## src/rtl/router_egress_pkg.sv

```systemverilog
// Shared types and constants for the router egress scheduler.
package router_egress_pkg;

  typedef enum logic [1:0] {
    ARB   = 2'd0,
    HDR   = 2'd1,
    BODY  = 2'd2,
    ABORT = 2'd3
  } state_t;

  localparam int NUM_PORTS    = 3;
  localparam int HDR_ADDR_LSB = 0;
  localparam int HDR_ADDR_MSB = 1;
  localparam int HDR_LEN_LSB  = 2;
  localparam int HDR_LEN_MSB  = 7;

  // Sideband that travels with every byte from read issue to the egress link.
  typedef struct packed {
    logic [1:0] port;
    logic       sop;
    logic       eop;
    logic       perr;
  } tag_t;

  // Round-robin successor over the three ports.
  function automatic logic [1:0] next_port(input logic [1:0] p);
    return (p == 2'd2) ? 2'd0 : p + 2'd1;
  endfunction

endpackage

```

## src/rtl/router_egress_skid.sv

```systemverilog
// Small circular FIFO of {tag, byte} entries feeding the egress link.
// The head entry is visible combinationally; count is registered.
module router_egress_skid
  import router_egress_pkg::*;
#(
  parameter int DEPTH = 3,
  localparam int CW   = $clog2(DEPTH + 1)
) (
  input  logic          clk,
  input  logic          rst,
  input  logic          push,
  input  tag_t          push_tag,
  input  logic [7:0]    push_data,
  input  logic          pop,
  output tag_t          head_tag,
  output logic [7:0]    head_data,
  output logic [CW-1:0] count
);

  localparam int PW = (DEPTH > 1) ? $clog2(DEPTH) : 1;

  tag_t          tag_mem  [DEPTH];
  logic [7:0]    data_mem [DEPTH];
  logic [PW-1:0] wr_ptr;
  logic [PW-1:0] rd_ptr;
  logic          do_push;
  logic          do_pop;

  function automatic logic [PW-1:0] wrap_inc(input logic [PW-1:0] p);
    return (p == PW'(DEPTH - 1)) ? '0 : p + PW'(1);
  endfunction

  assign do_pop    = pop && (count != '0);
  assign do_push   = push && ((count != CW'(DEPTH)) || do_pop);
  assign head_tag  = tag_mem[rd_ptr];
  assign head_data = data_mem[rd_ptr];

  // Entry storage; contents are qualified by count so no reset is needed.
  always_ff @(posedge clk) begin
    if (do_push) begin
      tag_mem[wr_ptr]  <= push_tag;
      data_mem[wr_ptr] <= push_data;
    end
  end

  // Pointer and occupancy bookkeeping.
  always_ff @(posedge clk or posedge rst) begin
    if (rst) begin
      wr_ptr <= '0;
      rd_ptr <= '0;
      count  <= '0;
    end else begin
      if (do_push) wr_ptr <= wrap_inc(wr_ptr);
      if (do_pop)  rd_ptr <= wrap_inc(rd_ptr);
      if (do_push && !do_pop)      count <= count + CW'(1);
      else if (!do_push && do_pop) count <= count - CW'(1);
    end
  end

endmodule

```

## src/rtl/router_egress_arb.sv

```systemverilog
// Round-robin egress scheduler: drains whole packets from three router
// output FIFOs onto one 8-bit valid/ready link without interleaving.
// Optional feature macro: PARITY_CHECK_EN (packet parity check -> egress_perr).
//
// Handshake: a beat transfers on a cycle where egress_valid and egress_ready
// are both high; egress_valid never depends on egress_ready and the beat is
// held stable while valid is high and ready is low. FIFO reads are issued on
// credit (skid occupancy + in-flight byte) so egress_ready never reaches
// read_enb_N combinationally.
module router_egress_arb
  import router_egress_pkg::*;
#(
  parameter int SKID_DEPTH = 3,
  parameter int STALL_MAX  = 16
) (
  input  logic       clk,
  input  logic       rst,
  input  logic       vld_out_0,
  input  logic       vld_out_1,
  input  logic       vld_out_2,
  input  logic [7:0] data_out_0,
  input  logic [7:0] data_out_1,
  input  logic [7:0] data_out_2,
  input  logic       egress_ready,
  output logic       read_enb_0,
  output logic       read_enb_1,
  output logic       read_enb_2,
  output logic [7:0] egress_data,
  output logic       egress_valid,
  output logic       egress_sop,
  output logic       egress_eop,
  output logic [1:0] egress_port,
  output logic       pkt_abort,
  output logic       egress_perr
);

  localparam int CW = $clog2(SKID_DEPTH + 1);
  localparam int SW = $clog2(STALL_MAX + 1);

  state_t        state_q, state_d;
  logic [1:0]    rr_ptr_q, rr_ptr_d;
  logic [1:0]    grant_q, grant_d;
  logic [6:0]    remaining_q, remaining_d;
  logic [SW-1:0] stall_q, stall_d;
  logic          inflight_q;
  tag_t          inflight_tag_q;
  logic [2:0]    vld;
  logic [CW-1:0] skid_count;
  logic          credit;
  logic          rd_any;
  tag_t          rd_tag;
  logic [1:0]    arb_grant;
  logic          arb_found;
  logic [1:0]    cand;
  logic [7:0]    in_data;
  logic          perr_c;
  tag_t          push_tag;
  tag_t          head_tag;
  logic [7:0]    head_data;

  assign vld    = {vld_out_2, vld_out_1, vld_out_0};
  assign credit = (32'(skid_count) + 32'(inflight_q)) < 32'(SKID_DEPTH);

  // Round-robin search starting at rr_ptr.
  always_comb begin
    arb_found = 1'b0;
    arb_grant = rr_ptr_q;
    cand      = rr_ptr_q;
    for (int i = 0; i < NUM_PORTS; i++) begin
      if (!arb_found && vld[cand]) begin
        arb_found = 1'b1;
        arb_grant = cand;
      end
      cand = next_port(cand);
    end
  end

  // Byte returning from the FIFO that was read last cycle.
  always_comb begin
    in_data = 8'h00;
    case (inflight_tag_q.port)
      2'd0:    in_data = data_out_0;
      2'd1:    in_data = data_out_1;
      2'd2:    in_data = data_out_2;
      default: in_data = 8'h00;
    endcase
  end

  // Packet FSM: next state, read issue and tag generation.
  always_comb begin
    state_d     = state_q;
    rr_ptr_d    = rr_ptr_q;
    grant_d     = grant_q;
    remaining_d = remaining_q;
    stall_d     = stall_q;
    rd_any      = 1'b0;
    rd_tag      = '0;
    case (state_q)
      ARB: begin
        if (arb_found && credit) begin
          rd_any      = 1'b1;
          rd_tag.port = arb_grant;
          rd_tag.sop  = 1'b1;
          grant_d     = arb_grant;
          state_d     = HDR;
        end
      end
      HDR: begin
        // Header byte is arriving now; count payload plus the parity byte.
        remaining_d = {1'b0, in_data[HDR_LEN_MSB:HDR_LEN_LSB]} + 7'd1;
        stall_d     = '0;
        state_d     = BODY;
      end
      BODY: begin
        if (vld[grant_q]) begin
          stall_d = '0;
          if (credit) begin
            rd_any      = 1'b1;
            rd_tag.port = grant_q;
            rd_tag.eop  = (remaining_q == 7'd1);
            remaining_d = remaining_q - 7'd1;
            if (remaining_q == 7'd1) begin
              rr_ptr_d = next_port(grant_q);
              state_d  = ARB;
            end
          end
        end else if (stall_q == SW'(STALL_MAX - 1)) begin
          state_d = ABORT;
        end else begin
          stall_d = stall_q + SW'(1);
        end
      end
      ABORT: begin
        rr_ptr_d = next_port(grant_q);
        state_d  = ARB;
      end
      default: state_d = ARB;
    endcase
  end

  // FSM and in-flight stage registers.
  always_ff @(posedge clk or posedge rst) begin
    if (rst) begin
      state_q        <= ARB;
      rr_ptr_q       <= 2'd0;
      grant_q        <= 2'd0;
      remaining_q    <= '0;
      stall_q        <= '0;
      inflight_q     <= 1'b0;
      inflight_tag_q <= '0;
    end else begin
      state_q        <= state_d;
      rr_ptr_q       <= rr_ptr_d;
      grant_q        <= grant_d;
      remaining_q    <= remaining_d;
      stall_q        <= stall_d;
      inflight_q     <= rd_any;
      inflight_tag_q <= rd_tag;
    end
  end

`ifdef PARITY_CHECK_EN
  logic [7:0] xor_q;

  // Running XOR of header and payload, reseeded on every header byte.
  always_ff @(posedge clk or posedge rst) begin
    if (rst) begin
      xor_q <= 8'h00;
    end else if (inflight_q) begin
      xor_q <= inflight_tag_q.sop ? in_data : (xor_q ^ in_data);
    end
  end

  assign perr_c = inflight_tag_q.eop && (xor_q != in_data);
`else
  assign perr_c = 1'b0;
`endif

  always_comb begin
    push_tag      = inflight_tag_q;
    push_tag.perr = inflight_tag_q.perr | perr_c;
  end

  router_egress_skid #(.DEPTH(SKID_DEPTH)) u_skid (
    .clk       (clk),
    .rst       (rst),
    .push      (inflight_q),
    .push_tag  (push_tag),
    .push_data (in_data),
    .pop       (egress_valid & egress_ready),
    .head_tag  (head_tag),
    .head_data (head_data),
    .count     (skid_count)
  );

  // Reads are masked during reset so every output is low while rst is high.
  assign read_enb_0   = rd_any & ~rst & (rd_tag.port == 2'd0);
  assign read_enb_1   = rd_any & ~rst & (rd_tag.port == 2'd1);
  assign read_enb_2   = rd_any & ~rst & (rd_tag.port == 2'd2);
  assign pkt_abort    = (state_q == ABORT);
  assign egress_valid = (skid_count != '0);
  assign egress_data  = egress_valid ? head_data : 8'h00;
  assign egress_sop   = egress_valid & head_tag.sop;
  assign egress_eop   = egress_valid & head_tag.eop;
  assign egress_port  = egress_valid ? head_tag.port : 2'd0;
  assign egress_perr  = egress_valid & head_tag.perr;

endmodule

```

## config.mk

```make
export PLATFORM = sky130hd
export DESIGN_NAME = router_egress_arb
export DESIGN_NICKNAME = d
export VERILOG_FILES = /design/src/rtl/router_egress_pkg.sv /design/src/rtl/router_egress_skid.sv /design/src/rtl/router_egress_arb.sv
export SDC_FILE = /design/constraint.sdc
export NUM_CORES = 1
export LEC_CHECK = 0
export BUFFER_PORTS_ARGS = -buffer_cell sky130_fd_sc_hd__buf_4
export CORE_ASPECT_RATIO = 1.4
export CORE_MARGIN = 5
export CORE_UTILIZATION = 45
export CTS_CLUSTER_SIZE = 30
export DETAILED_ROUTE_END_ITERATION = 12
export PLACE_DENSITY = 0.69
export RECOVER_POWER = 25
export SLEW_MARGIN = 10
export SYNTH_ARGS = -nofsm -noshare
export SYNTH_HDL_FRONTEND = slang
export SYNTH_SLANG_ARGS = --single-unit
```

## constraint.sdc

```tcl
create_clock -name clk -period 3.2 [get_ports clk]
set_input_delay 0.64 -clock clk [delete_from_list [all_inputs] [get_ports clk]]
set_output_delay 0.64 -clock clk [all_outputs]
set_load 0.01 [all_outputs]
```

==> Implementation_results.wiki, run 1 <==
{| class="wikitable"
! Metric !! Value
|-
| TritonCTS Buffers || 9
|-
| R2R Path Start || inflight_tag_q[4]$_DFF_PP0_
|-
| First-pass DRT Iterations || 4
|-
| Number of failing hold endpoints at the final stage || 0
|-
| CP dominant cell by count || sky130_fd_sc_hd__ha_1
|-
| Worst path max stage delay || 0.43 ns
|-
| Clock tree from TritonCTS || built
|-
| Initial standard-cell utilization of the core || 0.4639
|-
| Run status || complete, but fails checks
|-
| Placed cell area || 3879 um^2
|-
| CORE AREA || 7361 um^2
|-
| Library cell with the largest summed area after synthesis || sky130_fd_sc_hd__edfxtp_1
|-
| Maximum clock rate || 329.6 MHz
|-
| Synthesized instance count || 309
|-
| Hold Path Class || register to register
|-
| Post-route standard cell area excluding fillers || 4075 um^2
|-
| Proportion of power drawn by combinational gates || 0.456
|-
| Max-slew headroom at the worst pin || -0.04382
|-
| Area added between synthesis and finish || 19.35%
|-
| GPL Wtd Cong || 0.9463
|-
| Maximum fanout along the worst path || 6
|-
| Final Net Count || 399
|-
| Number of flops mapped to enable cells by yosys || 36
|-
| Horizontal extent of the die || 83.62 um
|-
| Final HPWL DP || 5068 um
|-
| Aggregate negative setup slack || 0 ns
|-
| Ordered list of cells on the worst path || ha_1 -> ha_1 -> a21oi_4 -> nand2_1 -> or3_1 -> nor3_1 -> buf_4
|-
| Pin count of the biggest net entering global routing || 30
|-
| Cell with the most instances after synthesis || sky130_fd_sc_hd__nor2_1
|-
| CTS clock-pin slew for the worst setup and hold paths || 0.07 ns
|-
| Count of cell instances traversed by the critical path || 7
|-
| Clk Latency, worst-skew pair || 0.34 ns
|-
| Critical Path Source Type || register
|-
| Aggregate global-route resource usage || 0.1530
|-
| Share of layout cells above drive strength 1 || 0.2213
|-
| Dpl cells || 447
|-
| Top-area cell type share of the netlist area || 0.3166
|-
| Startpoint-to-endpoint class of the critical path || register to primary output
|-
| Fin crit share || 0.9480
|-
| Cell class contributing the biggest share of worst-path delay || simple AND/OR/NAND/NOR gates
|-
| First-pass GRT wire length || 11540 um
|-
| Top_reg_cell synth || sky130_fd_sc_hd__edfxtp_1
|-
| Min-delay src || inflight_tag_q[1]$_DFF_PP0_
|-
| Transition time at the pin with the least slew margin || 1.566 ns
|-
| Post-synthesis async set-or-reset flop share || 0.4462
|-
| Count of non-filler cells in the finished layout || 463
|-
| Lkg Pwr || 1.711 nW
|-
| Total of flip-flops plus latches after synthesis || 65
|-
| Post-Syn Area || 3415 um^2
|-
| Register area || 1807 um^2
|-
| CP arrival || 2.39 ns
|-
| Row count || 37
|-
| Internal || 2.409 mW
|-
| Post-Synthesis Mean Instance Area || 11.05 um^2
|-
| Vias in the first global route || 2497
|-
| Setup slack of the worst register-to-register path || 0.92 ns
|-
| Max H-tree Level || 3
|-
| ANT nets after route || 0
|-
| Remaining Overflow, GRT || 0
|-
| List of most frequent post-synthesis cells || sky130_fd_sc_hd__nor2_1 (38), sky130_fd_sc_hd__edfxtp_1 (36), sky130_fd_sc_hd__dfrtp_1 (29)
|-
| RR Endpoint || remaining_q[5]$_DFFE_PP0P_
|-
| Failing checks || max-capacitance violations, max-slew violations
|-
| Clock Sinks || 65
|-
| Kind of end point of the critical path || primary output
|-
| Number of top-level design ports || 48
|-
| Sequential share of power || 0.374
|-
| Number of DRC violations after detailed routing || 0
|-
| Root Buffer Master || sky130_fd_sc_hd__clkbuf_8
|-
| Number of antenna repair diodes || 0
|-
| Max-cap viol count || 1
|-
| Number of setup violations in the final report || 0
|-
| Largest cells by area after synthesis || sky130_fd_sc_hd__edfxtp_1 (32%), sky130_fd_sc_hd__dfrtp_1 (21%), sky130_fd_sc_hd__mux2i_1 (7.0%)
|-
| Worst-case clock skew || 0.006786 ns
|-
| Critical path buffer and inverter count || 1
|-
| Multi-input gate area || 1485 um^2
|-
| End of the critical path || read_enb_0
|-
| Worst voltage drop across the vdd grid || 0.5217 mV
|-
| Cell area power density || 985.4 nW/um^2
|-
| Post-CTS repair timing setup buffer count || 0
|-
| DRT Wirelength || 7186 um
|-
| Die Outline Area || 9455 um^2
|-
| RSZ-0062 raised after global routing || no
|-
| Worst-case hold slack || 0.4663 ns
|-
| Psw || 1.607 mW
|-
| Drt wl/cell || 15.52 um
|-
| Count of pins over their slew limit || 30
|-
| Filler Cells Inserted || 630
|-
| Worst setup path startpoint || u_skid.count[0]$_DFFE_PP0P_
|-
| Cell with the biggest individual delay on the critical path || sky130_fd_sc_hd__dfrtp_1
|-
| Antenna violations before repair || 0
|-
| Number of library cell types mapped by synthesis || 61
|-
| Overall die height || 113.1 um
|-
| Sequential cell area fraction in the yosys report || 0.5291
|-
| Relative contribution of the clock network to total power || 0.170
|-
| Vias per inst || 5.434
|-
| Post-Synthesis Net Count || 347
|-
| Via count || 2516
|-
| Number of warnings printed during yosys synthesis || 0
|-
| Worst path required time || 2.56 ns
|-
| Switching Share || 0.4002
|-
| Number of buffer cells added on primary ports || 46
|-
| End-of-flow core utilization || 0.5536
|-
| Largest buffer count on any clock path || 2
|-
| Cell count of the worst reg-to-reg path || 5
|-
| Minimum period implied by the final worst setup slack || 3.034 ns
|-
| DRC violation total after the first TritonRoute iteration || 155
|}
## layout make-up
class,count,area share
clock inverter,5,0.01351
inverter,13,0.01197
sequential,65,0.4434
clock buffer,11,0.03469
multi-input combinational,215,0.3644
tap,97,0.02978
timing repair buffer,57,0.1022
## what timing repair did
item,4_1_cts,5_1_grt
hold buffers,0,0
setup endpoints to repair,1,3
gates resized for setup,1,1
## cell families (layout without fill, tap and decap cells)
group	count (synthesis)	count (layout)	share of synthesized area
compound gates	76	76	0.1704
buf+inv	29	86	0.03921
other cells	1	1	0.001098
fa+ha+maj	8	8	0.02932
flops	65	65	0.5291
xor+xnor	7	7	0.01796
simple gates	97	97	0.1360
mux	26	26	0.07695
## placed cells by master (no fill, tap or decap), types with 5 or more instances in the layout
cell / Yosys / layout
sky130_fd_sc_hd__clkbuf_8: 0 / 10
sky130_fd_sc_hd__o21ai_1: 5 / 5
sky130_fd_sc_hd__a21oi_1: 21 / 20
sky130_fd_sc_hd__mux2i_1: 24 / 24
sky130_fd_sc_hd__a21o_1: 9 / 9
sky130_fd_sc_hd__buf_4: 1 / 54
sky130_fd_sc_hd__xor2_1: 5 / 5
sky130_fd_sc_hd__o21ai_0: 7 / 7
sky130_fd_sc_hd__nor2_1: 38 / 38
sky130_fd_sc_hd__edfxtp_1: 36 / 36
sky130_fd_sc_hd__dfrtp_1: 29 / 29
sky130_fd_sc_hd__nor3_1: 8 / 8
sky130_fd_sc_hd__nand2_1: 18 / 18
sky130_fd_sc_hd__inv_1: 11 / 11
sky130_fd_sc_hd__ha_1: 8 / 8
## worst register-to-register path, cell delays in order (launching register included)
cell	delay, ns
sky130_fd_sc_hd__dfrtp_1	0.55
sky130_fd_sc_hd__nor2b_2	0.59
sky130_fd_sc_hd__o2bb2ai_4	0.22
sky130_fd_sc_hd__o21ai_2	0.10
sky130_fd_sc_hd__o311a_1	0.36
sky130_fd_sc_hd__o32a_1	0.34
## layer usage
metal,part of all wire,global-route usage,up-vias
met5,0,0,-
met1,0.41,0.1763,1217
met4,0.013,0.06867,0
met2,0.53,0.2655,57
met3,0.052,0.04079,10
li1,-,-,1232
## how the worst min path moves through the flow
stage / end / slack, ns / cells after the start
2_1_floorplan: u_skid.tag_mem[0][0]$_DFFE_PP_ / 0.44 / 0
4_1_cts: grant_q[0]$_DFFE_PP0P_ / 0.38 / 3
3_3_place_gp: u_skid.tag_mem[0][0]$_DFFE_PP_ / 0.45 / 0
6_report: u_skid.tag_mem[1][0]$_DFFE_PP_ / 0.47 / 0
5_1_grt: u_skid.tag_mem[1][0]$_DFFE_PP_ / 0.49 / 0
3_5_place_dp: u_skid.tag_mem[1][0]$_DFFE_PP_ / 0.45 / 0
## stage by stage
step           worst slack [ns]  power, mW
6_report                 0.1664      4.016
5_1_grt                 0.01115      4.322
4_1_cts                  0.1231      4.024
3_5_place_dp             0.3929      3.319
3_3_place_gp             0.4135      3.278
2_1_floorplan            0.5804      2.733
## sequential cells by signal, indices dropped and copies added, names as in the netlist
signal,count
grant_q,2
inflight_q,1
inflight_tag_q,4
remaining_q,7
rr_ptr_q,2
stall_q,5
state_q,2
u_skid.count,2
u_skid.data_mem,24
u_skid.rd_ptr,2
u_skid.tag_mem,12
u_skid.wr_ptr,2
## power groups by stage
stage | Clock, mW | Sequential [mW] | Combinational (mW)
after global placement | 0 | 1.50 | 1.77
final | 0.684 | 1.50 | 1.83
after CTS | 0.700 | 1.50 | 1.83
after global routing | 0.739 | 1.54 | 2.05
after floorplan | 0 | 1.36 | 1.37
after detailed placement | 0 | 1.51 | 1.81
Power figures use the tool's default switching activity.
==> inputs of run 2 (changes only) <==
==> constraint.sdc (replaced) <==
create_clock -name clk -period 3.6 [get_ports clk]
set_input_delay 0.72 -clock clk [delete_from_list [all_inputs] [get_ports clk]]
set_output_delay 0.72 -clock clk [all_outputs]
set_load 0.01 [all_outputs]
==> run 2 against run 1 <==
Against the previous run:
- the flow now finishes without violations
- combinational power fell by 16%
- total power is 13% lower
- clock skew shrank 0.0016 ns
- clock power is 14% lower
- critical path type unchanged
- largest power group unchanged
==> Implementation_results.wiki, run 2 (same netlist as run 1, synthesis figures left out) <==
{| class="wikitable"
! Metric !! Value
|-
| Run status || completed (was complete, but fails checks)
|-
| Final Net Count || 394 (was 399)
|-
| Drt wl/cell || 15.79 um (was 15.52 um)
|-
| Critical path buffer and inverter count || 1 (unchanged)
|-
| End-of-flow core utilization || 0.5467 (was 0.5536)
|-
| Cell count of the worst reg-to-reg path || 5 (unchanged)
|-
| End of the critical path || read_enb_0 (unchanged)
|-
| Lkg Pwr || 1.681 nW (was 1.711 nW)
|-
| Maximum clock rate || 300.3 MHz
|-
| PostCTS Resize Cnt || 0 (was 1)
|-
| Busiest layer in global routing || met2 (unchanged)
|-
| Startpoint-to-endpoint class of the critical path || register to primary output (unchanged)
|-
| Sequential share of power || 0.390 (was 0.374)
|-
| Post-route standard cell area excluding fillers || 4024 um^2 (was 4075 um^2)
|-
| Final HPWL DP || 5138 um (was 5068 um)
|-
| GPL Wtd Cong || 0.8880 (was 0.9463)
|-
| Largest buffer count on any clock path || 2 (unchanged)
|-
| Placed cell area || 3841 um^2 (was 3879 um^2)
|-
| Root Buffer Master || sky130_fd_sc_hd__clkbuf_8 (unchanged)
|-
| Number of flip-flops in the largest register || 24 (unchanged)
|-
| Max-cap viol count || 0 (was 1)
|-
| Die Outline Area || 9455 um^2 (unchanged)
|-
| Switching Share || 0.4049 (was 0.4002)
|-
| First-pass GRT wire length || 12080 um (was 11540 um)
|-
| Number of failing hold endpoints at the final stage || 0 (unchanged)
|-
| Antenna violations before repair || 0 (unchanged)
|-
| Transition time at the pin with the least slew margin || 1.053 ns (was 1.566 ns)
|-
| Hold-critical path depth || 0 (unchanged)
|-
| R2R Path Start || inflight_tag_q[3]$_DFF_PP0_ (was inflight_tag_q[4]$_DFF_PP0_)
|-
| Internal || 2.079 mW (was 2.409 mW)
|-
| CTS clock-pin slew for the worst setup and hold paths || 0.07 ns (about the same)
|-
| Vias in the first global route || 2636 (was 2497)
|-
| Worst setup path startpoint || u_skid.count[0]$_DFFE_PP0P_ (unchanged)
|-
| TritonCTS Buffers || 9 (unchanged)
|-
| Maximum fanout along the worst path || 6 (unchanged)
|-
| Number of antenna repair diodes || 0 (unchanged)
|-
| Kind of end point of the critical path || primary output (unchanged)
|-
| Hold Path Class || register to register (unchanged)
|-
| Clock Sinks || 65 (unchanged)
|-
| Dpl cells || 442 (was 447)
|-
| DRT Wirelength || 7234 um (was 7186 um)
|-
| CP arrival || 2.61 ns (was 2.39 ns)
|-
| Leading cell type in the layout, fill and taps excluded || sky130_fd_sc_hd__buf_4 (unchanged)
|-
| Relative contribution of the clock network to total power || 0.168 (was 0.170)
|-
| Vias per inst || 5.443 (was 5.434)
|-
| Setup slack of the worst register-to-register path || 1.03 ns (was 0.92 ns)
|-
| Cts-stage hold buffer count || 0 (unchanged)
|-
| Worst path max stage delay || 0.44 ns (was 0.43 ns)
|-
| First-pass DRT Iterations || 4 (unchanged)
|-
| Max H-tree Level || 3 (unchanged)
|-
| RR Endpoint || remaining_q[5]$_DFFE_PP0P_ (unchanged)
|-
| Worst voltage drop across the vdd grid || 0.5252 mV (was 0.5217 mV)
|-
| Horizontal extent of the die || 83.62 um (unchanged)
|-
| Met2 Resource Use GR || 0.2862 (was 0.2655)
|-
| Count of cell instances traversed by the critical path || 7 (unchanged)
|-
| Cell class contributing the biggest share of worst-path delay || simple AND/OR/NAND/NOR gates (unchanged)
|-
| Clk Latency, worst-skew pair || 0.34 ns (about the same)
|-
| Count of pins over their slew limit || 0 (was 30)
|-
| Ordered list of cells on the worst path || ha_1 -> ha_1 -> a21oi_1 -> nand2_1 -> or3_1 -> nor3_1 -> buf_4 (was ha_1 -> ha_1 -> a21oi_4 -> nand2_1 -> or3_1 -> nor3_1 -> buf_4)
|-
| Number of setup violations in the final report || 0 (unchanged)
|-
| Fin crit share || 0.9251
|-
| Clock tree from TritonCTS || built (unchanged)
|-
| Minimum period implied by the final worst setup slack || 3.330 ns
|-
| Number of top-level design ports || 48 (unchanged)
|-
| Number of buffer cells added on primary ports || 46 (unchanged)
|-
| Fraction of met3 tracks used by global routing || 0.02258 (was 0.04079)
|-
| Aggregate negative setup slack || 0 ns (unchanged)
|-
| Number of DRC violations after detailed routing || 0 (unchanged)
|-
| Leading registers by flop count || u_skid.data_mem: 24 flops, u_skid.tag_mem: 12 flops, remaining_q: 7 flops (unchanged)
|-
| DRC violation total after the first TritonRoute iteration || 126 (was 155)
|-
| Post-CTS repair timing setup buffer count || 0 (unchanged)
|-
| CORE AREA || 7361 um^2 (unchanged)
|-
| Max-slew headroom at the worst pin || 0.2938 (was -0.04382)
|-
| Min-delay src || inflight_tag_q[1]$_DFF_PP0_ (unchanged)
|-
| Row count || 37 (unchanged)
|-
| Cell with the biggest individual delay on the critical path || sky130_fd_sc_hd__dfrtp_1 (unchanged)
|-
| Remaining Overflow, GRT || 0 (unchanged)
|-
| Count of non-filler cells in the finished layout || 458 (was 463)
|-
| Worst-case clock skew || 0.005180 ns (was 0.006786 ns)
|-
| M1 GR Usage || 0.1838 (was 0.1763)
|-
| CP dominant cell by count || sky130_fd_sc_hd__ha_1 (unchanged)
|-
| RSZ-0062 raised after global routing || no (unchanged)
|-
| Proportion of power drawn by combinational gates || 0.442 (was 0.456)
|-
| Initial standard-cell utilization of the core || 0.4639 (unchanged)
|-
| Share of layout cells above drive strength 1 || 0.2105 (was 0.2213)
|-
| Commonest non-fill, non-tap cells in the layout || sky130_fd_sc_hd__buf_4 (51), sky130_fd_sc_hd__nor2_1 (38), sky130_fd_sc_hd__edfxtp_1 (36) (was sky130_fd_sc_hd__buf_4 (54), sky130_fd_sc_hd__nor2_1 (38), sky130_fd_sc_hd__edfxtp_1 (36))
|-
| Cell area power density || 868.3 nW/um^2 (was 985.4 nW/um^2)
|-
| Worst path required time || 2.88 ns (was 2.56 ns)
|-
| Overall die height || 113.1 um (unchanged)
|-
| Via count || 2493 (was 2516)
|-
| Register with the most flip-flops || u_skid.data_mem (unchanged)
|-
| Critical Path Source Type || register (unchanged)
|-
| Psw || 1.414 mW (was 1.607 mW)
|-
| Aggregate global-route resource usage || 0.1601 (was 0.1530)
|-
| Area added between synthesis and finish || 17.85% (was 19.35%)
|-
| ANT nets after route || 0 (unchanged)
|-
| Pin count of the biggest net entering global routing || 30 (unchanged)
|}
## run 2: cell types whose count changed in the layout (fill, tap and decap cells not counted), sizes merged
cell	delta
buf	-3
clkbuf	-3
clkinv	+2
inv	-1
## run 2: how the worst min path moves through the flow
| stage | end | slack, ns |
|---|---|---|
| 2_1_floorplan | u_skid.tag_mem[0][0]$_DFFE_PP_ | 0.44 |
| 3_3_place_gp | u_skid.tag_mem[0][0]$_DFFE_PP_ | 0.44 |
| 3_5_place_dp | u_skid.tag_mem[2][0]$_DFFE_PP_ | 0.46 |
| 4_1_cts | u_skid.tag_mem[2][0]$_DFFE_PP_ | 0.47 |
| 5_1_grt | u_skid.tag_mem[2][0]$_DFFE_PP_ | 0.50 |
| 6_report | u_skid.tag_mem[2][0]$_DFFE_PP_ | 0.48 |
## run 2: layout make-up
type                    count  area (um^2)
repair buffers             52        386.6
well taps                  97        121.4
fillers                   630         3337
flip-flops and latches     65         1807
clock buffers              10        127.6
multi-input cells         215         1474
clock inverters             6        58.81
inverters                  13        48.80
## run 2: stage by stage
stage	power, mW	setup WS [ns]	hold slack, ns
after floorplan	2.430	0.9004	0.4375
after global placement	2.883	0.6911	0.4448
after detailed placement	2.927	0.6223	0.4569
after CTS	3.522	0.2459	0.4715
after global routing	3.765	0.08073	0.5010
final	3.494	0.2697	0.4765
## run 2: layer usage
metal  share of wire  up-vias
li1                -     1222
met1            0.42     1205
met2            0.52       50
met3           0.029       16
met4           0.027        0
met5               0        -
## run 2: power by group through the flow
stage,combinational [mW],sequential [mW],clock (mW)
after CTS,1.56,1.36,0.601
after detailed placement,1.55,1.38,0
final,1.54,1.36,0.588
after global routing,1.73,1.40,0.636
after global placement,1.52,1.36,0
after floorplan,1.22,1.21,0
